===== src/rtl/itlb_cam_array_if.sv =====
// Lookup, refill and flush ports of the ITLB CAM array.
// The master side is the IF stage / page-table walker; the slave side is the array.
interface itlb_cam_array_if #(
  parameter int ASID_WD = 9,
  parameter int VPN1_WD = 10,
  parameter int VPN0_WD = 10,
  parameter int PPN_WD  = 22
);
  logic                       lkp_valid_i;
  logic [ASID_WD-1:0]         lkp_asid_i;
  logic [VPN1_WD+VPN0_WD-1:0] lkp_vpn_i;
  logic                       lkp_valid_o;
  logic                       lkp_hit_o;
  logic [PPN_WD-1:0]          lkp_ppn_o;
  logic [1:0]                 lkp_perm_o;

  logic                       refill_valid_i;
  logic                       refill_ready_o;
  logic [ASID_WD-1:0]         refill_asid_i;
  logic [VPN1_WD+VPN0_WD-1:0] refill_vpn_i;
  logic [PPN_WD-1:0]          refill_ppn_i;
  logic                       refill_g_i;
  logic                       refill_super_i;
  logic [1:0]                 refill_perm_i;

  logic                       flush_valid_i;
  logic                       flush_asid_en_i;
  logic [ASID_WD-1:0]         flush_asid_i;
  logic                       flush_vpn_en_i;
  logic [VPN1_WD+VPN0_WD-1:0] flush_vpn_i;

  modport master (
    output lkp_valid_i, lkp_asid_i, lkp_vpn_i,
    input  lkp_valid_o, lkp_hit_o, lkp_ppn_o, lkp_perm_o,
    output refill_valid_i, refill_asid_i, refill_vpn_i, refill_ppn_i,
    output refill_g_i, refill_super_i, refill_perm_i,
    input  refill_ready_o,
    output flush_valid_i, flush_asid_en_i, flush_asid_i, flush_vpn_en_i, flush_vpn_i
  );

  modport slave (
    input  lkp_valid_i, lkp_asid_i, lkp_vpn_i,
    output lkp_valid_o, lkp_hit_o, lkp_ppn_o, lkp_perm_o,
    input  refill_valid_i, refill_asid_i, refill_vpn_i, refill_ppn_i,
    input  refill_g_i, refill_super_i, refill_perm_i,
    output refill_ready_o,
    input  flush_valid_i, flush_asid_en_i, flush_asid_i, flush_vpn_en_i, flush_vpn_i
  );
endinterface


===== src/rtl/itlb_cam_array.sv =====
// Fully-associative instruction TLB: per-entry CAM line plus the array top with
// registered lookup, duplicate-aware refill with round-robin victim, and selective flush.
module itlb_cam_entry #(
  parameter int ASID_WD = 9,
  parameter int VPN1_WD = 10,
  parameter int VPN0_WD = 10,
  parameter int PPN_WD  = 22
) (
  input  logic                       clk_i,
  input  logic                       rst_i,
  input  logic [ASID_WD-1:0]         lkp_asid,
  input  logic [VPN1_WD+VPN0_WD-1:0] lkp_vpn,
  input  logic [ASID_WD-1:0]         rf_asid,
  input  logic [VPN1_WD+VPN0_WD-1:0] rf_vpn,
  input  logic [PPN_WD-1:0]          rf_ppn,
  input  logic                       rf_g,
  input  logic                       rf_super,
  input  logic [1:0]                 rf_perm,
  input  logic                       flush,
  input  logic                       flush_asid_en,
  input  logic [ASID_WD-1:0]         flush_asid,
  input  logic                       flush_vpn_en,
  input  logic [VPN1_WD+VPN0_WD-1:0] flush_vpn,
  input  logic                       wr_en,
  input  logic                       inv_en,
  output logic                       valid,
  output logic                       lkp_match,
  output logic                       rf_match,
  output logic                       super_pg,
  output logic [PPN_WD-1:0]          ppn,
  output logic [1:0]                 perm
);
  localparam int VPN_WD = VPN1_WD + VPN0_WD;

  logic               v_q, g_q, s_q;
  logic [ASID_WD-1:0] asid_q;
  logic [VPN1_WD-1:0] vpn1_q;
  logic [VPN0_WD-1:0] vpn0_q;
  logic [PPN_WD-1:0]  ppn_q;
  logic [1:0]         perm_q;
  logic               flush_hit;

  assign lkp_match = v_q & (g_q | (asid_q == lkp_asid))
                   & (vpn1_q == lkp_vpn[VPN_WD-1:VPN0_WD])
                   & (s_q | (vpn0_q == lkp_vpn[VPN0_WD-1:0]));

  // An incoming superpage also covers any 4K page under the same vpn1.
  assign rf_match  = v_q & (g_q | (asid_q == rf_asid))
                   & (vpn1_q == rf_vpn[VPN_WD-1:VPN0_WD])
                   & (s_q | rf_super | (vpn0_q == rf_vpn[VPN0_WD-1:0]));

  // Each enabled qualifier must hold; ASID qualification spares global pages.
  assign flush_hit = (~flush_asid_en | (~g_q & (asid_q == flush_asid)))
                   & (~flush_vpn_en  | ((vpn1_q == flush_vpn[VPN_WD-1:VPN0_WD])
                                      & (s_q | (vpn0_q == flush_vpn[VPN0_WD-1:0]))));

  always_ff @(posedge clk_i or posedge rst_i) begin
    if (rst_i)                  v_q <= 1'b0;
    else if (flush & flush_hit) v_q <= 1'b0;
    else if (wr_en)             v_q <= 1'b1;
    else if (inv_en)            v_q <= 1'b0;
  end

  always_ff @(posedge clk_i) begin
    if (wr_en) begin
      g_q    <= rf_g;
      s_q    <= rf_super;
      asid_q <= rf_asid;
      vpn1_q <= rf_vpn[VPN_WD-1:VPN0_WD];
      vpn0_q <= rf_vpn[VPN0_WD-1:0];
      ppn_q  <= rf_ppn;
      perm_q <= rf_perm;
    end
  end

  assign valid    = v_q;
  assign super_pg = s_q;
  assign ppn      = ppn_q;
  assign perm     = perm_q;
endmodule

module itlb_cam_array #(
  parameter int ENTRIES = 8,
  parameter int ASID_WD = 9,
  parameter int VPN1_WD = 10,
  parameter int VPN0_WD = 10,
  parameter int PPN_WD  = 22
) (
  input logic            clk_i,
  input logic            rst_i,
  itlb_cam_array_if.slave bus
);
  localparam int IW     = $clog2(ENTRIES);
  localparam int STAGES = 1;

  typedef struct packed {
    logic              hit;
    logic [PPN_WD-1:0] ppn;
    logic [1:0]        perm;
  } lkp_rsp_t;

  logic [ENTRIES-1:0]             ent_valid, ent_lkp_match, ent_rf_match, ent_super;
  logic [ENTRIES-1:0][PPN_WD-1:0] ent_ppn;
  logic [ENTRIES-1:0][1:0]        ent_perm;
  logic [ENTRIES-1:0]             wr_en, inv_en, rf_sel, lkp_oh, rr_oh;
  logic [IW-1:0]                  rr_q;
  logic                           rf_acc, rf_any, full, rr_adv;
  logic [STAGES:0]                vld_pipe;
  logic [STAGES:1]                vld_q;
  lkp_rsp_t                       rsp_d, rsp_q;

  function automatic logic [ENTRIES-1:0] lowest(input logic [ENTRIES-1:0] v);
    return v & (~v + ENTRIES'(1));
  endfunction

  for (genvar i = 0; i < ENTRIES; i++) begin : g_ent
    itlb_cam_entry #(
      .ASID_WD(ASID_WD), .VPN1_WD(VPN1_WD), .VPN0_WD(VPN0_WD), .PPN_WD(PPN_WD)
    ) u_ent (
      .clk_i         (clk_i),
      .rst_i         (rst_i),
      .lkp_asid      (bus.lkp_asid_i),
      .lkp_vpn       (bus.lkp_vpn_i),
      .rf_asid       (bus.refill_asid_i),
      .rf_vpn        (bus.refill_vpn_i),
      .rf_ppn        (bus.refill_ppn_i),
      .rf_g          (bus.refill_g_i),
      .rf_super      (bus.refill_super_i),
      .rf_perm       (bus.refill_perm_i),
      .flush         (bus.flush_valid_i),
      .flush_asid_en (bus.flush_asid_en_i),
      .flush_asid    (bus.flush_asid_i),
      .flush_vpn_en  (bus.flush_vpn_en_i),
      .flush_vpn     (bus.flush_vpn_i),
      .wr_en         (wr_en[i]),
      .inv_en        (inv_en[i]),
      .valid         (ent_valid[i]),
      .lkp_match     (ent_lkp_match[i]),
      .rf_match      (ent_rf_match[i]),
      .super_pg      (ent_super[i]),
      .ppn           (ent_ppn[i]),
      .perm          (ent_perm[i])
    );
  end

  // Refill: overwrite a duplicate, else first free line, else round-robin victim.
  assign bus.refill_ready_o = ~bus.flush_valid_i;
  assign rf_acc = bus.refill_valid_i & ~bus.flush_valid_i;
  assign rf_any = |ent_rf_match;
  assign full   = &ent_valid;
  assign rr_oh  = ENTRIES'(1) << rr_q;
  assign rr_adv = rf_acc & ~rf_any & full;

  always_comb begin
    rf_sel = rr_oh;
    if (rf_any)     rf_sel = lowest(ent_rf_match);
    else if (!full) rf_sel = lowest(~ent_valid);
  end

  assign wr_en  = {ENTRIES{rf_acc}} & rf_sel;
  assign inv_en = {ENTRIES{rf_acc}} & ent_rf_match & ~rf_sel;

  always_ff @(posedge clk_i or posedge rst_i) begin
    if (rst_i)       rr_q <= '0;
    else if (rr_adv) rr_q <= rr_q + IW'(1);
  end

  // Lookup: lowest matching line wins; superpages splice vpn0 into the PPN.
  assign lkp_oh = lowest(ent_lkp_match);

  always_comb begin
    rsp_d = '0;
    for (int i = 0; i < ENTRIES; i++) begin
      if (lkp_oh[i]) begin
        rsp_d.hit  = 1'b1;
        rsp_d.perm = ent_perm[i];
        rsp_d.ppn  = ent_super[i]
                   ? {ent_ppn[i][PPN_WD-1:VPN0_WD], bus.lkp_vpn_i[VPN0_WD-1:0]}
                   : ent_ppn[i];
      end
    end
    if (!bus.lkp_valid_i) rsp_d = '0;
  end

  assign vld_pipe = {vld_q, bus.lkp_valid_i};

  always_ff @(posedge clk_i or posedge rst_i) begin
    if (rst_i) begin
      vld_q <= '0;
      rsp_q <= '0;
    end else begin
      vld_q <= vld_pipe[STAGES-1:0];
      rsp_q <= rsp_d;
    end
  end

  assign bus.lkp_valid_o = vld_pipe[STAGES];
  assign bus.lkp_hit_o   = rsp_q.hit;
  assign bus.lkp_ppn_o   = rsp_q.ppn;
  assign bus.lkp_perm_o  = rsp_q.perm;
endmodule


===== src/flat_wrapper.sv =====
// flat-port wrapper written by rule: the top's interface ports become plain ports
module itlb_cam_array_flat 
#(
  parameter int ENTRIES = 8,
  parameter int ASID_WD = 9,
  parameter int VPN1_WD = 10,
  parameter int VPN0_WD = 10,
  parameter int PPN_WD  = 22
)
  (clk_i, rst_i, bus_lkp_valid_i, bus_lkp_asid_i, bus_lkp_vpn_i, bus_lkp_valid_o, bus_lkp_hit_o, bus_lkp_ppn_o, bus_lkp_perm_o, bus_refill_valid_i, bus_refill_asid_i, bus_refill_vpn_i, bus_refill_ppn_i, bus_refill_g_i, bus_refill_super_i, bus_refill_perm_i, bus_refill_ready_o, bus_flush_valid_i, bus_flush_asid_en_i, bus_flush_asid_i, bus_flush_vpn_en_i, bus_flush_vpn_i);
  itlb_cam_array_if #(.ASID_WD(ASID_WD), .VPN1_WD(VPN1_WD), .VPN0_WD(VPN0_WD), .PPN_WD(PPN_WD)) bus_i ();
  input logic clk_i;
  input logic rst_i;
  input wire logic [$bits(bus_i.lkp_valid_i)-1:0] bus_lkp_valid_i;
  input wire logic [$bits(bus_i.lkp_asid_i)-1:0] bus_lkp_asid_i;
  input wire logic [$bits(bus_i.lkp_vpn_i)-1:0] bus_lkp_vpn_i;
  output wire logic [$bits(bus_i.lkp_valid_o)-1:0] bus_lkp_valid_o;
  output wire logic [$bits(bus_i.lkp_hit_o)-1:0] bus_lkp_hit_o;
  output wire logic [$bits(bus_i.lkp_ppn_o)-1:0] bus_lkp_ppn_o;
  output wire logic [$bits(bus_i.lkp_perm_o)-1:0] bus_lkp_perm_o;
  input wire logic [$bits(bus_i.refill_valid_i)-1:0] bus_refill_valid_i;
  input wire logic [$bits(bus_i.refill_asid_i)-1:0] bus_refill_asid_i;
  input wire logic [$bits(bus_i.refill_vpn_i)-1:0] bus_refill_vpn_i;
  input wire logic [$bits(bus_i.refill_ppn_i)-1:0] bus_refill_ppn_i;
  input wire logic [$bits(bus_i.refill_g_i)-1:0] bus_refill_g_i;
  input wire logic [$bits(bus_i.refill_super_i)-1:0] bus_refill_super_i;
  input wire logic [$bits(bus_i.refill_perm_i)-1:0] bus_refill_perm_i;
  output wire logic [$bits(bus_i.refill_ready_o)-1:0] bus_refill_ready_o;
  input wire logic [$bits(bus_i.flush_valid_i)-1:0] bus_flush_valid_i;
  input wire logic [$bits(bus_i.flush_asid_en_i)-1:0] bus_flush_asid_en_i;
  input wire logic [$bits(bus_i.flush_asid_i)-1:0] bus_flush_asid_i;
  input wire logic [$bits(bus_i.flush_vpn_en_i)-1:0] bus_flush_vpn_en_i;
  input wire logic [$bits(bus_i.flush_vpn_i)-1:0] bus_flush_vpn_i;
  assign bus_i.lkp_valid_i = bus_lkp_valid_i;
  assign bus_i.lkp_asid_i = bus_lkp_asid_i;
  assign bus_i.lkp_vpn_i = bus_lkp_vpn_i;
  assign bus_lkp_valid_o = bus_i.lkp_valid_o;
  assign bus_lkp_hit_o = bus_i.lkp_hit_o;
  assign bus_lkp_ppn_o = bus_i.lkp_ppn_o;
  assign bus_lkp_perm_o = bus_i.lkp_perm_o;
  assign bus_i.refill_valid_i = bus_refill_valid_i;
  assign bus_i.refill_asid_i = bus_refill_asid_i;
  assign bus_i.refill_vpn_i = bus_refill_vpn_i;
  assign bus_i.refill_ppn_i = bus_refill_ppn_i;
  assign bus_i.refill_g_i = bus_refill_g_i;
  assign bus_i.refill_super_i = bus_refill_super_i;
  assign bus_i.refill_perm_i = bus_refill_perm_i;
  assign bus_refill_ready_o = bus_i.refill_ready_o;
  assign bus_i.flush_valid_i = bus_flush_valid_i;
  assign bus_i.flush_asid_en_i = bus_flush_asid_en_i;
  assign bus_i.flush_asid_i = bus_flush_asid_i;
  assign bus_i.flush_vpn_en_i = bus_flush_vpn_en_i;
  assign bus_i.flush_vpn_i = bus_flush_vpn_i;
  itlb_cam_array #(.ENTRIES(ENTRIES), .ASID_WD(ASID_WD), .VPN1_WD(VPN1_WD), .VPN0_WD(VPN0_WD), .PPN_WD(PPN_WD)) u_core (.clk_i(clk_i), .rst_i(rst_i), .bus(bus_i));
endmodule

===== config.mk =====
export PLATFORM = sky130hd
export DESIGN_NAME = itlb_cam_array_flat
export DESIGN_NICKNAME = d
export VERILOG_FILES = /design/src/rtl/itlb_cam_array_if.sv /design/src/rtl/itlb_cam_array.sv /design/src/flat_wrapper.sv
export SDC_FILE = /design/constraint.sdc
export NUM_CORES = 1
export LEC_CHECK = 0
export CAP_MARGIN = 15
export CORE_UTILIZATION = 50
export CTS_CLUSTER_SIZE = 40
export DETAILED_ROUTE_END_ITERATION = 10
export DONT_BUFFER_PORTS = 1
export PLACE_DENSITY_LB_ADDON = 0.3
export SLEW_MARGIN = 20
export SYNTH_ARGS = -nofsm -noshare
export SYNTH_HDL_FRONTEND = slang
export SYNTH_SLANG_ARGS = --single-unit

===== constraint.sdc =====
create_clock -name clk_i -period 8 [get_ports clk_i]
set_clock_uncertainty 0.15 [all_clocks]
set_input_delay 2.4 -clock clk_i [delete_from_list [all_inputs] [get_ports clk_i]]
set_output_delay 2.4 -clock clk_i [all_outputs]
set_load 0.05 [all_outputs]

== Word level (Yosys, flattened, before mapping) ==
Index checks and enable logic that the tools add are counted.
Operators by class
  add/subtract/negate cells: 4
  multiply operators: 0
  divide/modulo/power cells: 0
  order comparisons: 0
  equality and inequality tests: 72
  shift-type cells: 1
  mux-type cells: 43
  bitwise gates (word level): 170
  reduce and logical (&&, ||, !) cells: 10
Operators by type and width (number)
  $eq 10x10->1: 48
  $mux 25: 9
  $eq 9x9->1: 24
  $and 1x1->1: 83
  $mux 10: 8
  $or 1x1->1: 64
  $and 8x8->8: 6
  $not 8->8: 5
  $add 8x1->8 const B: 3
  $mux 1: 24
  $reduce_bool 3->1: 8
  $mux 8: 2
  $not 1->1: 12
  $reduce_and 8->1: 1
  $reduce_or 8->1: 1
  $shl 1x3->8 const A: 1
  $add 3x1->3 const B: 1
Word-level totals
  register bits: 477
  latch bits: 0
  memory bits (writable): 0
  memory bits (read-only): 0
  bits of input ports: 120
  memories kept: 0

== Logic depth before layout (Yosys ltp) ==
  depth after elaboration: 17
  gate-level depth with buffers: 13
  mapped depth without buffers: 9

== Modules after synthesis ==
From an unflattened synthesis, not the netlist that was laid out.
Second synthesis, totals
  cell total of the unflattened synthesis: 1970
  area, all modules: 25424.4 um^2
Modules (own cells, without submodules)
  itlb_cam_entry: times used 8, cells each 182, area an instance 2690.1 um^2
  itlb_cam_array: times used 1, cells each 514, area an instance 3903.7 um^2

== Worst setup path after synthesis ==
OpenSTA, ideal clock, no wires.
  path type: input -> register
  start: in bus_refill_vpn_i[8]
  end: reg u_core.g_ent[4].u_ent.asid_q[0], enable pin
  setup time: 554 ps
  data arrival time: 7748 ps
  data required time: 7296 ps
  path slack: -452 ps
  stages on the path: 8
  buffers on the path: 1
  cells stage by stage: buf_2 xnor2_1 nand4_1 nor4_1 o311ai_0 nor2b_1 and4_1 a21boi_0
Between the ends
  word-level cells in the longest chain between the ends: 8
  elaborated cells between the ends (all ways): 30
  those cells by class: add/sub: 1; eq/ne: 8; mux: 1; bitwise: 19; reduce/logical: 1
Ends and longest elaborated chain
  start, declared: line flat_wrapper.sv:23  | input wire logic [$bits(bus_i.refill_vpn_i)-1:0] bus_refill_vpn_i;
  $eq 10x10->1: line itlb_cam_array.sv:50  | & (s_q | rf_super | (vpn0_q == rf_vpn[VPN0_WD-1:0]));
  $or 1x1->1: line itlb_cam_array.sv:50
  $and 1x1->1: line itlb_cam_array.sv:50
  $not 8->8: line itlb_cam_array.sv:113  | return v & (~v + ENTRIES'(1));
  $add 8x1->8: line itlb_cam_array.sv:113
  $and 8x8->8: line itlb_cam_array.sv:113
  $mux 8 (*): line itlb_cam_array.sv:156  | if (rf_any) rf_sel = lowest(ent_rf_match);
  $and 8x8->8 (*): line itlb_cam_array.sv:160  | assign wr_en = {ENTRIES{rf_acc}} & rf_sel;
  named net u_core.g_ent[4].u_ent.wr_en: line itlb_cam_array.sv:24  | input logic wr_en,
  end signal, assigned: line itlb_cam_array.sv:68  | asid_q <= rf_asid;
  end, declared: line itlb_cam_array.sv:36  | logic [ASID_WD-1:0] asid_q;
Mark *: on every way through the listed nets, which the timed path passes. The rest lies on a longest branch.
A chain may end at the register's enable or synchronous reset.

==> results by group <==
Layout
  • Fin cells: 2,678
  • # diodes: 0
  • Util after Layout: 55.2%
  • Most common cell after layout, fill and taps aside: edfxtp_1
  • Share of cells above drive strength 1: 6.83%
  • Final #Nets: 2,092
  • Synthesis-to-finish area growth: 8.42%
  • Most frequent cells in the layout: edfxtp_1 (440), xnor2_1 (375), xor2_1 (322)

Route
  • DRC Markers: 0
  • DR pass1 iterations: 5
  • Iter 0 DRT Violations: 1,575
  • Post-DRT Antenna Nets: 0
  • DR WL/cell: 28.7 microns
  • DRT Wirelength: 76.7 mm
  • Post-DR vias/cell: 6.20
  • Vias: 16,600

Worst hold path
  • Hold path start: u_core.g_ent[3].u_ent.ppn[17]$_DFFE_PP_
  • Hold Crit Class: flop to flop

Clocking
  • Reg clk slew, reported paths: 0.06 ns
  • CTS tree: built
  • Clock buffer depth: 3
  • H-tree Lvls: 2
  • TritonCTS buffer count: 50
  • Skew-Pair Late Insertion Delay: 0.60 ns
  • Post-CTS Hold Fix Bufs: 0
  • Clock root cell: clkbuf_16
  • Post-CTS setup buffer count: 0
  • Clock sinks: 477
  • Post-cts repair resize count: 0

Synth
  • Yosys cell types: 71
  • Asr flop ratio synth: 7.76%
  • Warnings, synthesis: 0
  • Sequential area share after synthesis: 55.3%
  • Synthesized area per cell: 12.6 sq um
  • Synth Flop Type: edfxtp_1
  • Mapped cell area: 25,600 sq um
  • Mapped Nets: 2,158
  • Mapped Cells: 2,032
  • Post-synthesis register bit count: 477
  • EDFF count, synth: 440

Global route
  • Initial antenna violation count: 1
  • Grt ovf: 0
  • All-layer global routing usage: 29.4%
  • Vias in the first global route: 16,800
  • Largest net degree at the start of global routing: 57
  • First-pass GRT wire length: 113 mm

STA
  • RSZ-0062 raised after global routing: false
  • Worst slew pin tran: 1.11 ns
  • Final setup vio count: 0
  • Fin. Hold Viols: 0
  • Relative slew slack: 25.6%
  • FMAX: 177 MHz
  • Worst hold slack: 0.373 ns
  • Fin crit period: 5.66 ns
  • Fin crit share: 70.7%
  • Setup TNS: 0 ns
  • Pins Over Slew Limit: 0

Die
  • Core region area: 50,300 sq um
  • Die Wd: 228 microns
  • Die area: 52,100 sq um
  • Row Count: 82
  • Initial Util: 50.9%
  • Die H: 228 microns
  • Num ports: 147

Critical path
  • Startpoint Class: input port
  • Crit end category: flop
  • Crit path max fanout: 20
  • Worst EP arrival: 5.99 ns
  • WP data required: 8.33 ns
  • CP Class: input port to flop
  • R2r startpoint: u_core.g_ent[0].u_ent.asid_q[8]$_DFFE_PP_
  • Crit path launch: bus_lkp_asid_i[7]

Pwr
  • Clk pwr share: 43.1%
  • Reg power frac: 51.0%
  • Net Sw Frac: 21.5%
  • Gate power share: 5.9%
  • Power Total: 5610 uW
  • Pint: 4400 uW
  • Pleak: 0.00893 uW
  • Sw power: 1210 uW
  • Worst vdd ir: 205 uV
  • PwrDens: 202 nW/um^2

Outcome
  • Status: complete, no violations

Placed design
  • I/O Buffers: 0
  • Placer congestion estimate: 0.931
  • Placed cell count: 2,586
  • Detailed Place HPWL: 49.8 mm

Run
  • Max-cap violations: 0
==> cells in the mapped netlist (6+ instances only) <==
cell type	instances	share of area, %
dfrtp_1	37	3.6
buf_2	39	0.76
a221o_1	10	0.39
o221ai_1	11	0.38
nand3_1	28	0.55
nor3_1	39	0.76
buf_1	6	0.088
o22a_1	13	0.45
a31oi_1	6	0.15
edfxtp_1	440	52
nand4_1	84	2.1
ha_1	6	0.29
buf_4	18	0.53
xnor2_1	375	13
clkbuf_1	76	1.1
o21ai_0	24	0.47
nor2_1	60	0.88
o41ai_1	7	0.24
a221oi_1	6	0.21
nand2b_1	11	0.27
nand2_1	51	0.75
mux2i_1	68	2.7
a41oi_1	14	0.48
a21oi_1	52	1.0
nor4_1	84	2.1
xor2_1	322	11
o22ai_1	22	0.54
o21ai_1	6	0.12
inv_1	14	0.21
or3_1	6	0.15
nand3b_1	10	0.29
==> area by class of cell <==
class | count | area, sq um
fillers | 4140 | 22500
repair buffers | 23 | 185
flip-flops and latches | 477 | 14100
clock inverters | 21 | 277
clock buffers | 71 | 1420
multi-input cells | 1399 | 10800
well taps | 672 | 841
inverters | 15 | 57.6
==> logic make-up after synthesis <==
group,Yosys count,share of synthesized area (%)
muxes,73,2.88
DFF,477,55.3
and+or+nand+nor,403,8.63
buffers and inverters,156,2.81
AOI/OAI and AO/OA,220,6.23
xor gates and xnor gates,697,23.9
adders and majority gates,6,0.294
==> state kept, by name, indices dropped and copies added, names as in the netlist <==
| register | flops |
|---|---|
| u_core.rr_q | 3 |
| u_core.g_ent.u_ent.super_pg | 8 |
| u_core.g_ent.u_ent.perm | 16 |
| u_core.bus.lkp_hit_o | 1 |
| u_core.g_ent.u_ent.g_q | 8 |
| u_core.g_ent.u_ent.asid_q | 72 |
| u_core.bus.lkp_perm_o | 2 |
| u_core.g_ent.u_ent.vpn1_q | 80 |
| u_core.bus.lkp_valid_o | 1 |
| u_core.g_ent.u_ent.valid | 8 |
| u_core.g_ent.u_ent.vpn0_q | 80 |
| u_core.g_ent.u_ent.ppn | 176 |
| u_core.bus.lkp_ppn_o | 22 |
==> power by group through the flow <==
stage          Sequential (uW)  Combinational, uW  Clock, uW
2_1_floorplan             2900                349          0
3_3_place_gp              2910                327          0
3_5_place_dp              2910                332          0
4_1_cts                   2860                335       2440
5_1_grt                   2860                368       2530
6_report                  2860                334       2420
==> layer usage <==
layer	vias to the layer above	share of wire, %	GRT usage [%]
met1	8342	41	39.0
met3	182	8.6	6.61
li1	7271	-	-
met4	0	4.1	13.0
met5	-	0	0
met2	801	46	46.4
==> worst max-delay path: stages <==
cell and delay, ns:
xor2_1 0.14, nor3_1 0.08, a41oi_1 0.53, nor3_1 0.11
buf_4 0.21, or4b_4 0.57, or2_1 0.60, nor2_2 0.89
a221oi_1 0.12, nor4_1 0.33
==> worst paths after layout <==
path                                                      endpoint  slack (ns)  cells past startpoint
max reg2reg                     u_core.bus.lkp_ppn_o[12]$_DFF_PP0_        3.63                     10
max                             u_core.bus.lkp_ppn_o[12]$_DFF_PP0_        2.34                     10
min reg2reg                     u_core.bus.lkp_ppn_o[17]$_DFF_PP0_        0.37                      2
min in group asynchronous       u_core.bus.lkp_ppn_o[19]$_DFF_PP0_        1.77                      1
min                             u_core.bus.lkp_ppn_o[17]$_DFF_PP0_        0.37                      2
max in group asynchronous  u_core.g_ent[6].u_ent.valid$_DFFE_PP0P_        5.27                      1
==> per-stage QoR <==
| stage | setup slack [ns] | instance area [sq um] |
|---|---|---|
| floorplan | 0.813 | 25600 |
| global placement | 1.95 | 26000 |
| detailed placement | 1.84 | 26000 |
| CTS | 2.42 | 27700 |
| global route | 2.18 | 27700 |
| finish | 2.34 | 27700 |
Note: power is estimated with default switching activity, not from simulation.
